$ cat src/rtl/seq_divider.sv
// seq_divider: multi-cycle unsigned radix-2 restoring divider.
// Responder for a start/ready/done handshake. Accepts a request on
// start && ready, produces one quotient bit per cycle, then pulses done
// for one cycle with quotient/remainder valid. Results hold until the
// next operation finishes.
//
// Ports:
//   clk        rising-edge clock
//   rst        synchronous reset, active-low
//   dividend   unsigned dividend, sampled on the accept edge
//   divisor    unsigned divisor, sampled on the accept edge
//   start      level request, may be held high
//   ready      high only while idle
//   quotient   registered quotient
//   remainder  registered remainder
//   done       single-cycle result-valid pulse (direct register output)
//
// Optional feature macro: SEQ_DIVIDER_ZERO_BYPASS_EN
//   When defined, a zero divisor skips the iterations and finishes one
//   cycle after the accept edge with quotient = all-ones and
//   remainder = dividend. Without it the iterations yield the same values.
module seq_divider #(
    parameter int unsigned WIDTH = 32
) (
    input  logic             clk,
    input  logic             rst,
    input  logic [WIDTH-1:0] dividend,
    input  logic [WIDTH-1:0] divisor,
    input  logic             start,
    output logic             ready,
    output logic [WIDTH-1:0] quotient,
    output logic [WIDTH-1:0] remainder,
    output logic             done
);

    localparam int unsigned CNT_W = $clog2(WIDTH + 1);

    typedef enum logic [1:0] {
        S_IDLE = 2'd0,
        S_BUSY = 2'd1,
        S_DONE = 2'd2
    } state_t;

    state_t             r_state;
    state_t             w_state_nxt;

    // Partial remainder stays below the divisor after every step, so its
    // WIDTH+1-th bit is always zero between steps; only the shifted trial
    // value needs the extra bit.
    logic [WIDTH-1:0]   r_rem;
    logic [WIDTH-1:0]   r_quo;
    logic [WIDTH-1:0]   r_div;
    logic [CNT_W-1:0]   r_cnt;
    logic [WIDTH-1:0]   r_quotient;
    logic [WIDTH-1:0]   r_remainder;
    logic               r_ready;
    logic               r_done;

    logic               w_zero_div;
    logic [WIDTH:0]     w_shift_rem;
    logic [WIDTH:0]     w_trial;
    logic               w_trial_neg;
    logic [WIDTH-1:0]   w_rem_step;
    logic [WIDTH-1:0]   w_quo_step;
    logic               w_last_step;
    logic               w_ready_nxt;
    logic               w_done_nxt;

`ifdef SEQ_DIVIDER_ZERO_BYPASS_EN
    assign w_zero_div = (divisor == '0);
`else
    assign w_zero_div = 1'b0;
`endif

    // One restoring step: shift in the next dividend bit, try subtracting.
    assign w_shift_rem = {r_rem, r_quo[WIDTH-1]};
    assign w_trial     = w_shift_rem - {1'b0, r_div};
    assign w_trial_neg = w_trial[WIDTH];
    assign w_rem_step  = w_trial_neg ? w_shift_rem[WIDTH-1:0] : w_trial[WIDTH-1:0];
    assign w_quo_step  = {r_quo[WIDTH-2:0], ~w_trial_neg};
    assign w_last_step = (r_cnt == CNT_W'(1));

    // State register.
    always_ff @(posedge clk) begin
        if (!rst) begin
            r_state <= S_IDLE;
        end else begin
            r_state <= w_state_nxt;
        end
    end

    // Next-state logic.
    always_comb begin
        w_state_nxt = r_state;
        case (r_state)
            S_IDLE: begin
                if (start) begin
                    w_state_nxt = w_zero_div ? S_DONE : S_BUSY;
                end
            end
            S_BUSY: begin
                if (w_last_step) begin
                    w_state_nxt = S_DONE;
                end
            end
            S_DONE:  w_state_nxt = S_IDLE;
            default: w_state_nxt = S_IDLE;
        endcase
    end

    // Output decode of the upcoming state; registered below so ready/done
    // come straight from flops.
    always_comb begin
        w_ready_nxt = 1'b0;
        w_done_nxt  = 1'b0;
        case (w_state_nxt)
            S_IDLE:  w_ready_nxt = 1'b1;
            S_DONE:  w_done_nxt  = 1'b1;
            default: begin
                w_ready_nxt = 1'b0;
                w_done_nxt  = 1'b0;
            end
        endcase
    end

    // Datapath and registered outputs.
    always_ff @(posedge clk) begin
        if (!rst) begin
            r_rem       <= '0;
            r_quo       <= '0;
            r_div       <= '0;
            r_cnt       <= '0;
            r_quotient  <= '0;
            r_remainder <= '0;
            r_ready     <= 1'b1;
            r_done      <= 1'b0;
        end else begin
            r_ready <= w_ready_nxt;
            r_done  <= w_done_nxt;
            case (r_state)
                S_IDLE: begin
                    if (start) begin
                        r_div <= divisor;
                        r_quo <= dividend;
                        r_rem <= '0;
                        r_cnt <= CNT_W'(WIDTH);
                        if (w_zero_div) begin
                            r_cnt       <= '0;
                            r_quotient  <= '1;
                            r_remainder <= dividend;
                        end
                    end
                end
                S_BUSY: begin
                    r_rem <= w_rem_step;
                    r_quo <= w_quo_step;
                    r_cnt <= r_cnt - CNT_W'(1);
                    if (w_last_step) begin
                        r_quotient  <= w_quo_step;
                        r_remainder <= w_rem_step;
                    end
                end
                default: begin
                end
            endcase
        end
    end

    assign ready     = r_ready;
    assign done      = r_done;
    assign quotient  = r_quotient;
    assign remainder = r_remainder;

endmodule

$ cat config.mk
export PLATFORM = sky130hd
export DESIGN_NAME = seq_divider
export DESIGN_NICKNAME = d
export VERILOG_FILES = /design/src/rtl/seq_divider.sv
export SDC_FILE = /design/constraint.sdc
export NUM_CORES = 1
export LEC_CHECK = 0
export ABC_AREA = 1
export CAP_MARGIN = 5
export CORE_ASPECT_RATIO = 1.5
export CORE_UTILIZATION = 55
export DETAILED_ROUTE_END_ITERATION = 6
export PLACE_DENSITY = 0.8
export SLEW_MARGIN = 10
export SYNTH_ARGS = -nofsm -noshare
export SYNTH_HDL_FRONTEND = slang
export SYNTH_SLANG_ARGS = --single-unit
$ cat constraint.sdc
create_clock -name clk -period 3.1 [get_ports clk]
set_input_delay 0.31 -clock clk [delete_from_list [all_inputs] [get_ports clk]]
set_output_delay 0.31 -clock clk [all_outputs]
set_load 0.05 [all_outputs]
==> run summary <==
Ratio of cells with drive above 1 in the final layout: 4.84%
Most frequent cell after synthesis: nand2_1
Gpl congestion: 0.936
GRT overflow: 0
Unique masters post-synth: 39
Worst min-delay path class: primary input to register
HP Start: rst
Row Count: 58
Total GRT Usage: 30.7%
Final setup TNS: 0 ns
Pin count of the biggest net entering global routing: 79
Layout Utilization: 68.8%
Diodes inserted: 0
Clock latency on the worst-skew pair: 0.45 ns
Hold Path End: quotient[26]
Required @ worst endpoint: 3.45 ns
Clock Tree Buf Depth: 2
Worst hold path depth: 3
Final setup violation count: 0
DR iter-0 viols: 392
Ranking of synthesized cells by area: dfxtp_1, nand2_1, inv_1
Cells on worst reg2reg path: 18
Clock transition at the registers of the reported paths: 0.08 ns
Initial cell density of the core: 56.8%
IO Count: 133
Max incr delay on CP: 0.41 ns
# H-tree levels: 4
Mapped Area: 9600 um2
Slew HR: 52.7%
Max-capacitance violation count: 0
Number of global-route vias before repair: 9,173
Final hold viol count: 0
CTS hold repair buffers: 0
Layout area overhead: 21.2%
Peak supply drop: 0.000422 V
Main flop type after synthesis: dfxtp_1
Post-synth top area share: 35.5%
Drc violations: 0
Post-Route WL: 25,800 um
Pleak: 0.00570 uW
Initial DRT Pass Iterations: 5
Worst Tran Pin Value: 0.710 ns
Unrepaired setup endpoints after global routing: false
Core Box Area: 16,900 um2
CP endpoint kind: register
Setup CP Type: register to register
Synth area leader: dfxtp_1
Global-route wire length before repair: 42,700 um
FF-to-FF End: remainder[12]
Slowest stage cell, crit path: fa_1
Initial antenna violation count: 0
Post-Syn Instances: 1,537
Period utilisation layout: 84.0%
Worst path cell trace: inv_1, ha_1, inv_1, fa_1, nand2_1, nand2_1, nand3_2, nand2_2, nand2_2, nand2_2, nand2_2, nand3_1, nand2_4, nand2_1, nand2_1, nand2_1, nand2_1, inv_1
Power per cell area: 611 nW/um2
Post-cts repair resize count: 0
Setup bufs post-CTS: 0
Total number of vias: 9,351
Peak Freq: 384 MHz
CP Launch Type: register
Die height: 164 um
Clock skew: 0.0128 ns
Reg2reg setup slack: 0.50 ns
Crit-path max FO: 34
Root buffer cell: clkbuf_16
Via density: 5.02
Total CTS buffers: 17
Final min period: 2.60 ns
Outcome: completed
FF+latch count, synth: 170
Crit path DAT: 2.96 ns
Die Area: 18,000 um2
Die width: 110 um
Routed Antenna Nets: 0
Total nets after synthesis: 1,639
Port Buf Inserts: 132
Top cells by count, synth: nand2_1, inv_1, dfxtp_1
Fin. max-slew vios: 0
Syn. warnings: 0
Avg WL per Cell: 13.9 um
Async SR Flop Fraction: 0%
Critical path's most frequent cell: nand2_1
Syn Area/Cell: 6.24 um2
Clock sinks: 170
DP HPWL: 18,700 um
Sequential share of the synthesized area: 35.5%
Post-synth EDFFs: 0
Final #Nets: 1,741
Crit Reg-Reg Startpoint: r_quo[31]
CTS tree: done
[where the power goes]
group	internal (uW)	leakage (uW)	total (uW)	switching (uW)
clock	1190	0.000309	2290	1110
combinational	787	0.00400	2410	1620
sequential	2330	0.00139	2410	78.8
total	4310	0.00570	7110	2810
[cells in the final DEF, fill, tap and decap left out, types with 16 or more instances in the layout]
cell,n
ha_1,34
clkdlybuf4s50_1,131
inv_1,274
nand2_1,535
nor2_1,126
o21ai_0,63
clkbuf_16,17
a21oi_1,110
dfxtp_1,170
nand3_1,50
o221ai_1,16
[final cells by class]
| type | count | area (um2) |
|---|---|---|
| sequential | 170 | 3400 |
| timing repair buffer | 143 | 1420 |
| clock inverter | 15 | 213 |
| clock buffer | 17 | 425 |
| tap | 210 | 263 |
| multi-input combinational | 1024 | 4840 |
| fill | 1570 | 5280 |
| inverter | 283 | 1060 |
[through the flow]
| stage | hold slack (ns) | cells | instance area [um2] | power (uW) | setup WS, ns |
|---|---|---|---|---|---|
| after detailed placement | 0.453 | 1830 | 11000 | 4840 | 0.525 |
| after global placement | 0.446 | 1830 | 11000 | 4820 | 0.638 |
| after global routing | 0.369 | 1862 | 11600 | 7560 | 0.239 |
| after floorplan | 0.433 | 1537 | 9600 | 4270 | 0.952 |
| after CTS | 0.329 | 1862 | 11600 | 7140 | 0.511 |
| final | 0.320 | 1862 | 11600 | 7110 | 0.497 |
[layer usage]
metal / GRT usage [%] / part of all wire [%] / up-vias
li1: - / - / 4905
met1: 32.0 / 39 / 4155
met2: 56.6 / 52 / 223
met3: 5.71 / 4.3 / 68
met4: 16.8 / 4.6 / 0
met5: 0 / 0 / -
[registers in the layout (all words and copies together), names as in the netlist]
register,cells
done,1
r_quo,32
remainder,32
r_rem,32
r_cnt,6
r_state,2
ready,1
r_div,32
quotient,32
[worst max-delay path: cells and delay by family, from the launching register on]
family / cells / cell delay, ns
and+or+nand+nor: 13 / 1.48
adders and majority gates: 2 / 0.55
DFF: 1 / 0.32
buffers and inverters: 3 / 0.18
[logic make-up (layout without fill, tap and decap cells)]
| group | Yosys count | after routing | synth area share [%] |
|---|---|---|---|
| buffers and inverters | 343 | 458 | 14.3 |
| AND/OR/NAND/NOR | 759 | 759 | 31.7 |
| adder cells (fa/ha/maj) | 35 | 35 | 4.64 |
| flip-flops | 170 | 170 | 35.5 |
| AO/OA/AOI/OAI | 215 | 215 | 12.5 |
| XOR/XNOR | 15 | 15 | 1.37 |
[worst max-delay path by stage]
stage	start	slack, ns	cells after the start	end
after floorplan	r_quo[31]	0.95	19	remainder[25]
after global placement	r_quo[31]	0.64	18	remainder[27]
after detailed placement	r_quo[31]	0.53	18	remainder[8]
after CTS	r_quo[31]	0.51	18	remainder[8]
after global routing	r_quo[31]	0.24	18	remainder[26]
final	r_quo[31]	0.50	18	remainder[12]
No activity file was read; power rests on OpenSTA's default activity.
